`src/rtl/trace_pkg.sv`:
```
// rtl/trace_pkg.sv - shared types and record sizing for the output trace logger
// Record width grows by the timestamp when OUT_TRACE_TIMESTAMP_EN is defined.
package trace_pkg;

  typedef enum logic [1:0] {
    IDLE = 2'd0,
    LOAD = 2'd1,
    SEND = 2'd2
  } ser_state_t;

  localparam int WORD_BYTES = 8;
  localparam int TS_BYTES   = 2;

`ifdef OUT_TRACE_TIMESTAMP_EN
  localparam int REC_BYTES = TS_BYTES + WORD_BYTES;
`else
  localparam int REC_BYTES = WORD_BYTES;
`endif

  localparam int REC_W = REC_BYTES * 8;

endpackage

```
`src/rtl/trace_fifo.sv`:
```
// rtl/trace_fifo.sv - record FIFO with full/empty/count; a push while full is ignored
// Read data is the current head entry, valid whenever empty is low.
module trace_fifo #(
  parameter int WIDTH = 64,
  parameter int DEPTH = 8,
  localparam int AW = $clog2(DEPTH)
) (
  input  logic             clk,
  input  logic             reset,
  input  logic             push,
  input  logic [WIDTH-1:0] wdata,
  input  logic             pop,
  output logic [WIDTH-1:0] rdata,
  output logic             full,
  output logic             empty,
  output logic [AW:0]      count
);

  logic [WIDTH-1:0] mem [DEPTH];
  logic [AW-1:0]    wr_ptr;
  logic [AW-1:0]    rd_ptr;
  logic             do_push;
  logic             do_pop;

  assign full    = (count == (AW+1)'(DEPTH));
  assign empty   = (count == '0);
  assign do_push = push && !full;
  assign do_pop  = pop && !empty;
  assign rdata   = mem[rd_ptr];

  always_ff @(posedge clk) begin
    if (reset) begin
      wr_ptr <= '0;
      rd_ptr <= '0;
      count  <= '0;
    end else begin
      if (do_push) wr_ptr <= wr_ptr + AW'(1);
      if (do_pop)  rd_ptr <= rd_ptr + AW'(1);
      if (do_push && !do_pop)      count <= count + (AW+1)'(1);
      else if (do_pop && !do_push) count <= count - (AW+1)'(1);
    end
  end

  always_ff @(posedge clk) begin
    if (do_push) mem[wr_ptr] <= wdata;
  end

endmodule

```
`src/rtl/out_trace_logger.sv`:
```
// rtl/out_trace_logger.sv - captures program_out changes and streams them as MSB-first bytes
// OUT_TRACE_TIMESTAMP_EN prefixes each record with a 16-bit cycle stamp.
module out_trace_logger
  import trace_pkg::*;
#(
  parameter int DEPTH = 8
) (
  input  logic                     clk,
  input  logic                     reset,
  input  logic [63:0]              program_out,
  input  logic                     capture_en,
  output logic [7:0]               byte_data,
  output logic                     byte_valid,
  input  logic                     byte_ready,
  output logic                     overflow,
  output logic [$clog2(DEPTH):0]   fifo_count
);

  localparam int BIW = $clog2(REC_BYTES);
  localparam logic [BIW-1:0] LAST_IDX = BIW'(REC_BYTES - 1);

  ser_state_t       state, state_next;
  logic [63:0]      prev_word;
  logic             push_req;
  logic             fifo_full;
  logic             fifo_empty;
  logic             pop;
  logic             load;
  logic             shift;
  logic [REC_W-1:0] rec_in;
  logic [REC_W-1:0] rec_out;
  logic [REC_W-1:0] shreg;
  logic [BIW-1:0]   byte_idx;

  assign push_req = capture_en && (program_out != prev_word);

`ifdef OUT_TRACE_TIMESTAMP_EN
  logic [15:0] ts_count;

  always_ff @(posedge clk) begin
    if (reset) ts_count <= '0;
    else       ts_count <= ts_count + 16'd1;
  end

  assign rec_in = {ts_count, program_out};
`else
  assign rec_in = program_out;
`endif

  // Full is judged before this edge's pop, so a drop here is never rescued by a pop.
  always_ff @(posedge clk) begin
    if (reset) begin
      prev_word <= '0;
      overflow  <= 1'b0;
    end else begin
      if (capture_en)            prev_word <= program_out;
      if (push_req && fifo_full) overflow  <= 1'b1;
    end
  end

  trace_fifo #(
    .WIDTH (REC_W),
    .DEPTH (DEPTH)
  ) u_fifo (
    .clk   (clk),
    .reset (reset),
    .push  (push_req),
    .wdata (rec_in),
    .pop   (pop),
    .rdata (rec_out),
    .full  (fifo_full),
    .empty (fifo_empty),
    .count (fifo_count)
  );

  always_ff @(posedge clk) begin
    if (reset) state <= IDLE;
    else       state <= state_next;
  end

  always_comb begin
    state_next = state;
    pop        = 1'b0;
    load       = 1'b0;
    shift      = 1'b0;
    byte_valid = 1'b0;
    case (state)
      IDLE: if (!fifo_empty) state_next = LOAD;
      LOAD: begin
        pop        = 1'b1;
        load       = 1'b1;
        state_next = SEND;
      end
      SEND: begin
        byte_valid = 1'b1;
        if (byte_ready) begin
          shift = 1'b1;
          if (byte_idx == LAST_IDX) state_next = IDLE;
        end
      end
      default: state_next = IDLE;
    endcase
  end

  // Shifting in zeros leaves byte_data at 0 once a record is fully sent.
  always_ff @(posedge clk) begin
    if (reset) begin
      shreg    <= '0;
      byte_idx <= '0;
    end else if (load) begin
      shreg    <= rec_out;
      byte_idx <= '0;
    end else if (shift) begin
      shreg    <= {shreg[REC_W-9:0], 8'h00};
      byte_idx <= byte_idx + BIW'(1);
    end
  end

  assign byte_data = shreg[REC_W-1 -: 8];

endmodule

```
`config.mk`:
```
export PLATFORM = sky130hd
export DESIGN_NAME = out_trace_logger
export DESIGN_NICKNAME = d
export VERILOG_FILES = /design/src/rtl/trace_pkg.sv /design/src/rtl/trace_fifo.sv /design/src/rtl/out_trace_logger.sv
export SDC_FILE = /design/constraint.sdc
export NUM_CORES = 1
export LEC_CHECK = 0
export ABC_CLOCK_PERIOD_IN_PS = 9700
export BUFFER_PORTS_ARGS = -buffer_cell sky130_fd_sc_hd__buf_4
export CORE_UTILIZATION = 47
export DETAILED_ROUTE_END_ITERATION = 10
export MAX_ROUTING_LAYER = met4
export PLACE_DENSITY = 0.7
export SYNTH_ARGS = -nofsm -noshare
export SYNTH_HDL_FRONTEND = slang
export SYNTH_SLANG_ARGS = --single-unit
```
`constraint.sdc`:
```
create_clock -name clk -period 9.7 [get_ports clk]
set_input_delay 0.485 -clock clk [delete_from_list [all_inputs] [get_ports clk]]
set_output_delay 0.485 -clock clk [all_outputs]
set_load 0.02 [all_outputs]
```
==> results of run 1 <==
-- flip-flops by register name, summed over array words and instances (netlist names), named ones only --
| register | flops |
|---|---|
| u_fifo.mem | 512 |
| shreg | 64 |
| byte_idx | 3 |
| u_fifo.rd_ptr | 3 |
| u_fifo.wr_ptr | 3 |
| overflow | 1 |
| state | 2 |
| prev_word | 64 |
| u_fifo.count | 4 |
-- metrics by stage --
stage          cells  setup slack (ps)  hold WS [ps]
6_report        2323              5640           147
5_1_grt         2323              5420           140
4_1_cts         2319              5640           119
3_5_place_dp    2197              5340           469
3_3_place_gp    2197              5370           474
2_1_floorplan   1500              1870           454
-- kinds of logic after synthesis --
kind of cell / synth area share, %
flip-flops: 71.1
AND/OR/NAND/NOR: 5.91
multiplexers: 14.3
AO/OA/AOI/OAI: 3.89
buffers and inverters: 1.96
XOR/XNOR: 2.38
adder cells (fa/ha/maj): 0.418
-- path summary, 6_finish.rpt --
| path | end | startpoint |
|---|---|---|
| min | u_fifo.mem[3][26]$_DFFE_PP_ | program_out[26] |
| max reg2reg | u_fifo.mem[1][11]$_DFFE_PP_ | prev_word[26]$_SDFFE_PP0P_ |
| min reg2reg | overflow$_SDFFE_PP0P_ | overflow$_SDFFE_PP0P_ |
| max | u_fifo.mem[1][11]$_DFFE_PP_ | prev_word[26]$_SDFFE_PP0P_ |
-- area by class of cell --
cell class	count	area (um2)
antenna	4	10.0
clock buffer	90	1810
clock inverter	32	395
fill	4154	24700
inverter	3	11.3
multi-input combinational	730	6990
sequential	659	18300
tap	696	871
timing repair buffer	109	818
-- placed cells by master, fill, tap and decap left out, types with 56 or more instances in the layout --
master                      count
sky130_fd_sc_hd__a211oi_1      56
sky130_fd_sc_hd__a311oi_1      56
sky130_fd_sc_hd__buf_4        109
sky130_fd_sc_hd__clkbuf_16     67
sky130_fd_sc_hd__dfxtp_1      144
sky130_fd_sc_hd__edfxtp_1     512
sky130_fd_sc_hd__mux2i_1       77
sky130_fd_sc_hd__mux4_2       128
sky130_fd_sc_hd__nand2_1       62
sky130_fd_sc_hd__nand3_1       58
sky130_fd_sc_hd__nor2_1        94
sky130_fd_sc_hd__nor2b_1       58
sky130_fd_sc_hd__xor2_1        67
-- Yosys cell counts, drive strengths merged --
| master | instances | area [um2] |
|---|---|---|
| nand2b | 6 | 37.5 |
| xnor2 | 3 | 26.3 |
| xor2 | 67 | 587 |
| buf | 54 | 290 |
| and2 | 1 | 6.26 |
| o21ai | 1 | 5.00 |
| a31oi | 8 | 50.1 |
| nand3 | 58 | 290 |
| dfxtp | 147 | 2940 |
| a21o | 1 | 7.51 |
| a311oi | 56 | 490 |
| inv | 3 | 11.3 |
| nor4 | 25 | 163 |
| mux2 | 2 | 26.3 |
| nor2 | 95 | 359 |
| or3 | 1 | 6.26 |
| clkbuf | 54 | 203 |
| mux4 | 128 | 2880 |
| ha | 7 | 87.6 |
| nand2 | 63 | 236 |
| nand4 | 4 | 25.0 |
| edfxtp | 512 | 15400 |
| fa | 1 | 20.0 |
| mux2i | 77 | 771 |
| nor3 | 6 | 30.0 |
| a21oi | 4 | 20.0 |
| o31ai | 1 | 7.51 |
| nor2b | 59 | 369 |
| a211oi | 56 | 420 |
-- power breakdown --
| part | internal (mW) | switching (mW) | total, mW | leakage (nW) |
|---|---|---|---|---|
| sequential | 3.30 | 0.156 | 3.45 | 5.86 |
| combinational | 0.542 | 0.669 | 1.21 | 2.74 |
| clock | 1.54 | 1.06 | 2.59 | 1.08 |
-- worst max-delay path, stage by stage (launching register included) --
cell and delay (ps):
sky130_fd_sc_hd__dfxtp_1 320, sky130_fd_sc_hd__xor2_1 190, sky130_fd_sc_hd__nor4_1 890, sky130_fd_sc_hd__nand4_1 290, sky130_fd_sc_hd__nor4_2 640, sky130_fd_sc_hd__nand2b_1 520, sky130_fd_sc_hd__nor4_2 90, sky130_fd_sc_hd__buf_4 210
sky130_fd_sc_hd__buf_4 450
-- per-layer routing --
metal | track usage [%] | up-vias
li1 | - | 6044
met1 | 28.8 | 7151
met2 | 35.5 | 551
met3 | 4.12 | 108
met4 | 8.04 | 0
met5 | - | -
==> out/results.ini, run 1 <==
[placed_design]
post_dp_cell_area_um2=27000
gp_congestion=0.764
port_buffers=81
dp_hpwl_um=32300

[routing]
vias_per_cell=5.96
highest-signal-layer=met4
drtPass1Iterations=5
routed_met3_length_um=4560
detail_route.iter0.violations=1357
wl_met2_um=29100
via_count=13900
wirelength_met1_um=24200
drt_wl_total_um=59400
ant_nets=0
post-route-drc-count=0
wl_per_cell_um=25.6

[worst_setup_path]
timing.critical_path.arrival_ps=4250
critical_path.startpoint_type=flip-flop
regToRegSetupSlack_ps=5640
worst_path_fanout_max=56
worst_r2r_path_depth=8
crit_path_end_kind=flip-flop
critical_path_required_ps=9900
critPathKind=flip-flop to flip-flop

[clock_network]
cts_hold_buf=0
cts_post_setup_buffers_inserted=0
tritoncts=done
post_cts.resized_instances=0
clockBufferDepth=3
cts-buffers-inserted=66
cts_root_buffer=sky130_fd_sc_hd__clkbuf_16
numClockSinks=659
worst_path_clk_slew_ps=60
worstSkewPairLatency_ps=590
htree_num_levels=3

[sta]
final-max-slew-violation-count=0
maxSlewHeadroom_pct=21.8
clock_skew_ps=14.9
total_negative_setup_slack_ps=0
fmax_mhz=247
setup_repair_after_global_routing_missed_its_margin=false
timing.final.crit_share_pct=41.8
min_period_ps=4060
worst_slew_pin_slew_ps=1170
final-hold-violation-count=0
setup_viol=0

[synth]
synth_cells=1500
ys_types=34
syn_nets=1576
yosysWarningCount=0
ys_ff_latch=659
seq_area_frac_synth_pct=71.1
post_synth_instance_area_um2=25700
synth_area_per_cell_um2=17.2

[floorplan]
fp.dieArea_um2=55700
initial_utilization_pct=47.7
die-width_um=236
num_io_pins=82
row_count=85
floorplan.die.height_um=236
core_area_um2=53900

[power]
powerDensity_nw_per_um2=248
vdd_ir_drop_max_v=0.000119
static-leakage-power_nw=9.67
total_power_mw=7.26

[worst_hold_path]
worstHoldPathCells=1
min_path_type=input pin to flip-flop

[global_route]
grt_first_pass_wirelength_um=89200
globalRoute.totalOverflow=0
largest_net_degree_at_the_start_of_global_routing=94
first_global_vias=14000
antenna_found_initial=4
grt_use_total_pct=22.3

[finish]
syn_to_final_growth_pct=13.6
final_net_count=1645
util_after_layout_pct=54.2
drive_above_1_share_pct=21.7
design_area_um2=29200

[outcome]
status=finished clean

[job]
maxCapViolations=0

Power figures use the tool's default switching activity.
==> run 2: changes to the inputs <==
--- a/config.mk
+++ b/config.mk
@@ -5,7 +5,7 @@
 export SDC_FILE = /design/constraint.sdc
 export NUM_CORES = 1
 export LEC_CHECK = 0
-export ABC_CLOCK_PERIOD_IN_PS = 9700
+export ABC_CLOCK_PERIOD_IN_PS = 3800
 export BUFFER_PORTS_ARGS = -buffer_cell sky130_fd_sc_hd__buf_4
 export CORE_UTILIZATION = 47
 export DETAILED_ROUTE_END_ITERATION = 10
==> constraint.sdc (replaced) <==
create_clock -name clk -period 3.8 [get_ports clk]
set_input_delay 0.19 -clock clk [delete_from_list [all_inputs] [get_ports clk]]
set_output_delay 0.19 -clock clk [all_outputs]
set_load 0.02 [all_outputs]
==> out/results.ini, run 2 (same netlist as run 1, synthesis figures left out) <==
[floorplan]
initial_utilization_pct=47.7
row_count=85
num_io_pins=82
die-width_um=236
floorplan.die.height_um=236
core_area_um2=53900
fp.dieArea_um2=55700

[sta]
clock_skew_ps=23.7
setup_repair_after_global_routing_missed_its_margin=false
setup_viol=0
hold_ws_ps=170
final-hold-violation-count=0
worst_slew_pin_slew_ps=1060
maxSlewHeadroom_pct=29.5
min_period_ps=3530
final.setup.worst_slack_ps=274
final-max-slew-violation-count=0
timing.final.crit_share_pct=92.8
fmax_mhz=284

[worst_setup_path]
path_delay_family=simple AND/OR/NAND/NOR gates
worst_r2r_path_depth=15
timing.critical_path.arrival_ps=4050
crit_path_top_delay_cell=sky130_fd_sc_hd__nor4_1
crit_path_end_kind=flip-flop
timing.critical_path.cells=xor2_1 > nor4_1 > buf_4 > nand4_1 > nor4_2 > buf_4 > nor2_2 > ha_1 > inv_1 > ha_1 > a21o_1 > a21oi_1 > xnor2_1 > or3_1 > a21oi_1
max_stage_delay_ps=470
regToRegSetupSlack_ps=270
critPathKind=flip-flop to flip-flop
worst_path_fanout_max=3
reg2reg_from=prev_word[26]$_SDFFE_PP0P_
critical_path.startpoint_type=flip-flop
worstReg2RegEnd=u_fifo.count[3]$_SDFFE_PP0P_
worst_path_buffer_plus_inverter_count=3
worst-path-stages=15
critical_path_required_ps=4320

[global_route]
largest_net_degree_at_the_start_of_global_routing=82
antenna_found_initial=2
first_global_vias=14300
use_met3_pct=4.26
grt_use_total_pct=22.2
grt_first_pass_wirelength_um=89600
grt_busiest_layer=met2
grtUsageMet2_pct=34.0
gr-usage-met1_pct=30.1
globalRoute.totalOverflow=0

[job]
maxCapViolations=0

[power]
total_power_mw=18.5
powerDensity_nw_per_um2=612
static-leakage-power_nw=10.0
vdd_ir_drop_max_v=0.000406

[outcome]
status=finished clean

[clock_network]
numClockSinks=659
worstSkewPairLatency_ps=610
clockBufferDepth=3
cts_hold_buf=64
cts-buffers-inserted=68
post_cts.resized_instances=0
cts_post_setup_buffers_inserted=0
htree_num_levels=3
cts_root_buffer=sky130_fd_sc_hd__clkbuf_16
worst_path_clk_slew_ps=60
tritoncts=done

[routing]
post-route-drc-count=0
drtPass1Iterations=5
detail_route.iter0.violations=1270
ant_nets=0
drt_wl_total_um=59000
wl_per_cell_um=24.5
via_count=14200
vias_per_cell=5.90

[finish]
commonest_non_fill_non_tap_cell_in_the_layout=sky130_fd_sc_hd__edfxtp_1
final-seq-area_um2=18300
final.fill_count=4123
largest_reg_flops=512
final_net_count=1730
syn_to_final_growth_pct=17.1
max_flop_register=u_fifo.mem
layout.cells.most_common_list=sky130_fd_sc_hd__edfxtp_1, sky130_fd_sc_hd__dfxtp_1, sky130_fd_sc_hd__mux4_2
multi_input_area_um2=7050
drive_above_1_share_pct=21.3
top_registers=u_fifo.mem (512), prev_word (64), shreg (64)

[worst_hold_path]
min_path_type=input pin to flip-flop
worstHoldPathCells=3
holdCritStartpoint=capture_en
hold_path_end=prev_word[21]$_SDFFE_PP0P_

[placed_design]
detailedPlace.worstSlack_ps=228
port_buffers=81
dp_hpwl_um=33400
gp_congestion=0.773

run 2: cell count changes in the layout (fill, tap and decap cells not counted), moves of 3 or more:
cell	delta
sky130_fd_sc_hd__buf_12	+14
sky130_fd_sc_hd__bufinv_16	-7
sky130_fd_sc_hd__nor4_2	-6
sky130_fd_sc_hd__nor4_4	+6
sky130_fd_sc_hd__clkbuf_1	+12
sky130_fd_sc_hd__dlygate4sd3_1	+64
sky130_fd_sc_hd__clkbuf_16	+3
sky130_fd_sc_hd__clkinv_2	-6
sky130_fd_sc_hd__clkbuf_8	+3
sky130_fd_sc_hd__buf_4	+5
run 2: cell type report:
class | count | share of cell area, %
flip-flops and latches | 659 | 60.8
clock buffers | 108 | 6.55
diodes | 2 | 0.0166
inverters | 3 | 0.0373
well taps | 696 | 2.89
clock inverters | 16 | 0.436
multi-input cells | 730 | 23.4
repair buffers | 192 | 5.89
run 2: stage by stage:
| stage | util (%) | TNS, ps | std cells | cell area (um2) |
|---|---|---|---|---|
| 2_1_floorplan | - | -495200 | 1500 | 25800 |
| 3_3_place_gp | 50.8 | 0 | 2216 | 27400 |
| 3_5_place_dp | 50.8 | 0 | 2216 | 27400 |
| 4_1_cts | 55.9 | 0 | 2404 | 30100 |
| 5_1_grt | 55.9 | 0 | 2406 | 30200 |
| 6_report | 55.9 | 0 | 2406 | 30200 |
run 2: how the worst max path moves through the flow:
stage | start | endpoint
final | prev_word[26]$_SDFFE_PP0P_ | u_fifo.count[3]$_SDFFE_PP0P_
after global routing | prev_word[26]$_SDFFE_PP0P_ | u_fifo.count[3]$_SDFFE_PP0P_
after CTS | prev_word[26]$_SDFFE_PP0P_ | u_fifo.count[3]$_SDFFE_PP0P_
after detailed placement | program_out[26] | u_fifo.count[3]$_SDFFE_PP0P_
after global placement | program_out[26] | u_fifo.count[3]$_SDFFE_PP0P_
after floorplan | prev_word[33]$_SDFFE_PP0P_ | u_fifo.mem[0][0]$_DFFE_PP_
run 2: worst min-delay path: cells and delay by family:
kind          cells  cell delay [ps]
buf+inv           1              270
mux               1              190
simple gates      1               80
run 2: per-layer routing:
metal | part of all wire (%) | wire [um] | vias up
met1 | 42 | 24900 | 7339
met2 | 48 | 28500 | 533
met5 | 0 | 0 | -
met3 | 6.7 | 3940 | 102
li1 | - | - | 6218
met4 | 2.8 | 1640 | 0
run 2: power breakdown:
| group | internal, mW | switching (mW) |
|---|---|---|
| logic | 1.55 | 1.77 |
| clock network | 3.65 | 2.69 |
| registers | 8.41 | 0.386 |
==> run 3: changes to the inputs <==
--- a/config.mk
+++ b/config.mk
@@ -5,7 +5,7 @@
 export SDC_FILE = /design/constraint.sdc
 export NUM_CORES = 1
 export LEC_CHECK = 0
-export ABC_CLOCK_PERIOD_IN_PS = 3800
+export ABC_CLOCK_PERIOD_IN_PS = 4450
 export BUFFER_PORTS_ARGS = -buffer_cell sky130_fd_sc_hd__buf_4
 export CORE_UTILIZATION = 47
 export DETAILED_ROUTE_END_ITERATION = 10
==> constraint.sdc (replaced) <==
create_clock -name clk -period 4.45 [get_ports clk]
set_input_delay 0.2225 -clock clk [delete_from_list [all_inputs] [get_ports clk]]
set_output_delay 0.2225 -clock clk [all_outputs]
set_load 0.02 [all_outputs]
==> out/results.ini, run 3 (same netlist as run 1, synthesis figures left out) <==
[outcome]
status=finished clean

[finish]
util_after_layout_pct=55.8
commonest_non_fill_non_tap_cell_in_the_layout=sky130_fd_sc_hd__edfxtp_1
layout.cells.most_common_list=sky130_fd_sc_hd__edfxtp_1, sky130_fd_sc_hd__dfxtp_1, sky130_fd_sc_hd__mux4_2
max_flop_register=u_fifo.mem
top_registers=u_fifo.mem (512), prev_word (64), shreg (64)
syn_to_final_growth_pct=16.9
design_area_um2=30100
final_net_count=1720
drive_above_1_share_pct=21.1
largest_reg_flops=512

[clock_network]
worst_path_clk_slew_ps=60
tritoncts=done
cts_root_buffer=sky130_fd_sc_hd__clkbuf_16
post_cts.resized_instances=0
numClockSinks=659
cts-buffers-inserted=68
clockBufferDepth=3
worstSkewPairLatency_ps=600
htree_num_levels=3
cts_post_setup_buffers_inserted=0

[global_route]
grt_first_pass_wirelength_um=90200
grt_use_total_pct=22.3
first_global_vias=14500
largest_net_degree_at_the_start_of_global_routing=66
grtUsageMet2_pct=35.8
use_met3_pct=4.24
antenna_found_initial=2
gr-usage-met1_pct=29.2
globalRoute.totalOverflow=0
grt_busiest_layer=met2

[routing]
via_count=14200
vias_per_cell=5.92
detail_route.iter0.violations=1295
post-route-drc-count=0
wl_per_cell_um=24.7
drtPass1Iterations=5
ant_nets=0
drt_wl_total_um=59300

[placed_design]
dp_hpwl_um=32700
port_buffers=81
post_dp_cell_area_um2=27200
gp_congestion=0.765

[worst_setup_path]
timing.critical_path.arrival_ps=4110
crit_path_end_kind=flip-flop
reg2reg_from=prev_word[26]$_SDFFE_PP0P_
timing.critical_path.cells=dlygate4sd3_1 > buf_4 > xor2_1 > nor4_1 > nand4_1 > nor4_2 > buf_4 > nor2_2 > ha_1 > inv_1 > ha_1 > a21o_1 > a21oi_1 > xnor2_1 > or3_1 > a21oi_1
cp-startpoint=program_out[26]
regToRegSetupSlack_ps=880
worst_path_buffer_plus_inverter_count=4
worst_path_fanout_max=10
worst_r2r_path_depth=14
critPathKind=input pin to flip-flop
path_delay_family=simple AND/OR/NAND/NOR gates
worstReg2RegEnd=u_fifo.count[3]$_SDFFE_PP0P_
critical_path.startpoint_type=input pin
critical_path_required_ps=4960
crit_path_top_delay_cell=sky130_fd_sc_hd__nor4_1
max_stage_delay_ps=750

[worst_hold_path]
min_path_type=input pin to flip-flop
holdCritStartpoint=reset
hold_path_end=u_fifo.count[0]$_SDFFE_PP0P_
worstHoldPathCells=2

[power]
total_power_mw=15.9
clock_group_share_of_total_power_pct=35.3
powerDensity_nw_per_um2=527
swShare_pct=25.9
vdd_ir_drop_max_v=0.000301
combinational_share_of_power_pct=17.5
register_share_of_total_power_pct=47.3
static-leakage-power_nw=10.0
reported_net_switching_power_mw=4.11
internal_power_mw=11.7

[sta]
worst_slew_pin_slew_ps=879
setup_viol=0
timing.final.crit_share_pct=80.8
setup_repair_after_global_routing_missed_its_margin=false
total_negative_setup_slack_ps=0
min_period_ps=3590
clock_skew_ps=23.2
fmax_mhz=278
final-max-slew-violation-count=0
maxSlewHeadroom_pct=41.4
final-hold-violation-count=0

[floorplan]
initial_utilization_pct=47.7
fp.dieArea_um2=55700
row_count=85
floorplan.die.height_um=236
core_area_um2=53900
num_io_pins=82
die-width_um=236

[job]
maxCapViolations=0

-- run 3: per-layer routing --
layer	vias up	wire [um]
li1	6194	-
met1	7457	24900
met2	456	29600
met3	101	3350
met4	0	1440
met5	-	0
-- run 3: worst reg2reg max path: cells and delay by family (launching register included) --
kind / cells / cell delay (ps)
AND/OR/NAND/NOR: 5 / 1650
AO/OA/AOI/OAI: 3 / 480
adder cells (fa/ha/maj): 2 / 450
buffers and inverters: 2 / 320
flip-flops: 1 / 310
XOR/XNOR: 2 / 290
-- run 3: cell type report --
type / instances / area, um2
clock buffers: 107 / 2020
multi-input cells: 730 / 7040
diodes: 2 / 5.00
fillers: 4135 / 23800
well taps: 696 / 871
flip-flops and latches: 659 / 18300
inverters: 3 / 11.3
repair buffers: 182 / 1630
clock inverters: 19 / 189
-- run 3: through the flow --
step,cells,setup slack (ps),hold slack [ps]
2_1_floorplan,1500,-1490,321
3_3_place_gp,2206,914,470
3_5_place_dp,2206,870,477
4_1_cts,2396,920,187
5_1_grt,2398,722,193
6_report,2398,856,171
-- run 3: worst max path at each step --
stage,end,slack [ps],depth (start not counted)
floorplan,u_fifo.mem[3][0]$_DFFE_PP_,-1490,7
global placement,u_fifo.count[3]$_SDFFE_PP0P_,910,15
detailed placement,u_fifo.count[3]$_SDFFE_PP0P_,870,15
CTS,u_fifo.count[3]$_SDFFE_PP0P_,920,14
global route,u_fifo.count[3]$_SDFFE_PP0P_,720,16
finish,u_fifo.count[3]$_SDFFE_PP0P_,860,16
-- run 3: power by group through the flow --
stage | sequential [mW] | combinational [mW] | clock, mW
detailed placement | 7.62 | 2.74 | 0
global route | 7.55 | 3.00 | 5.90
global placement | 7.59 | 2.71 | 0
floorplan | 7.52 | 2.01 | 0
CTS | 7.50 | 2.81 | 5.67
finish | 7.50 | 2.77 | 5.59
-- run 3: timing repair --
action                                  4_1_cts  5_1_grt
endpoints found under the setup margin        0        0
endpoints found under the hold margin       574        0
hold buffers                                 64        0
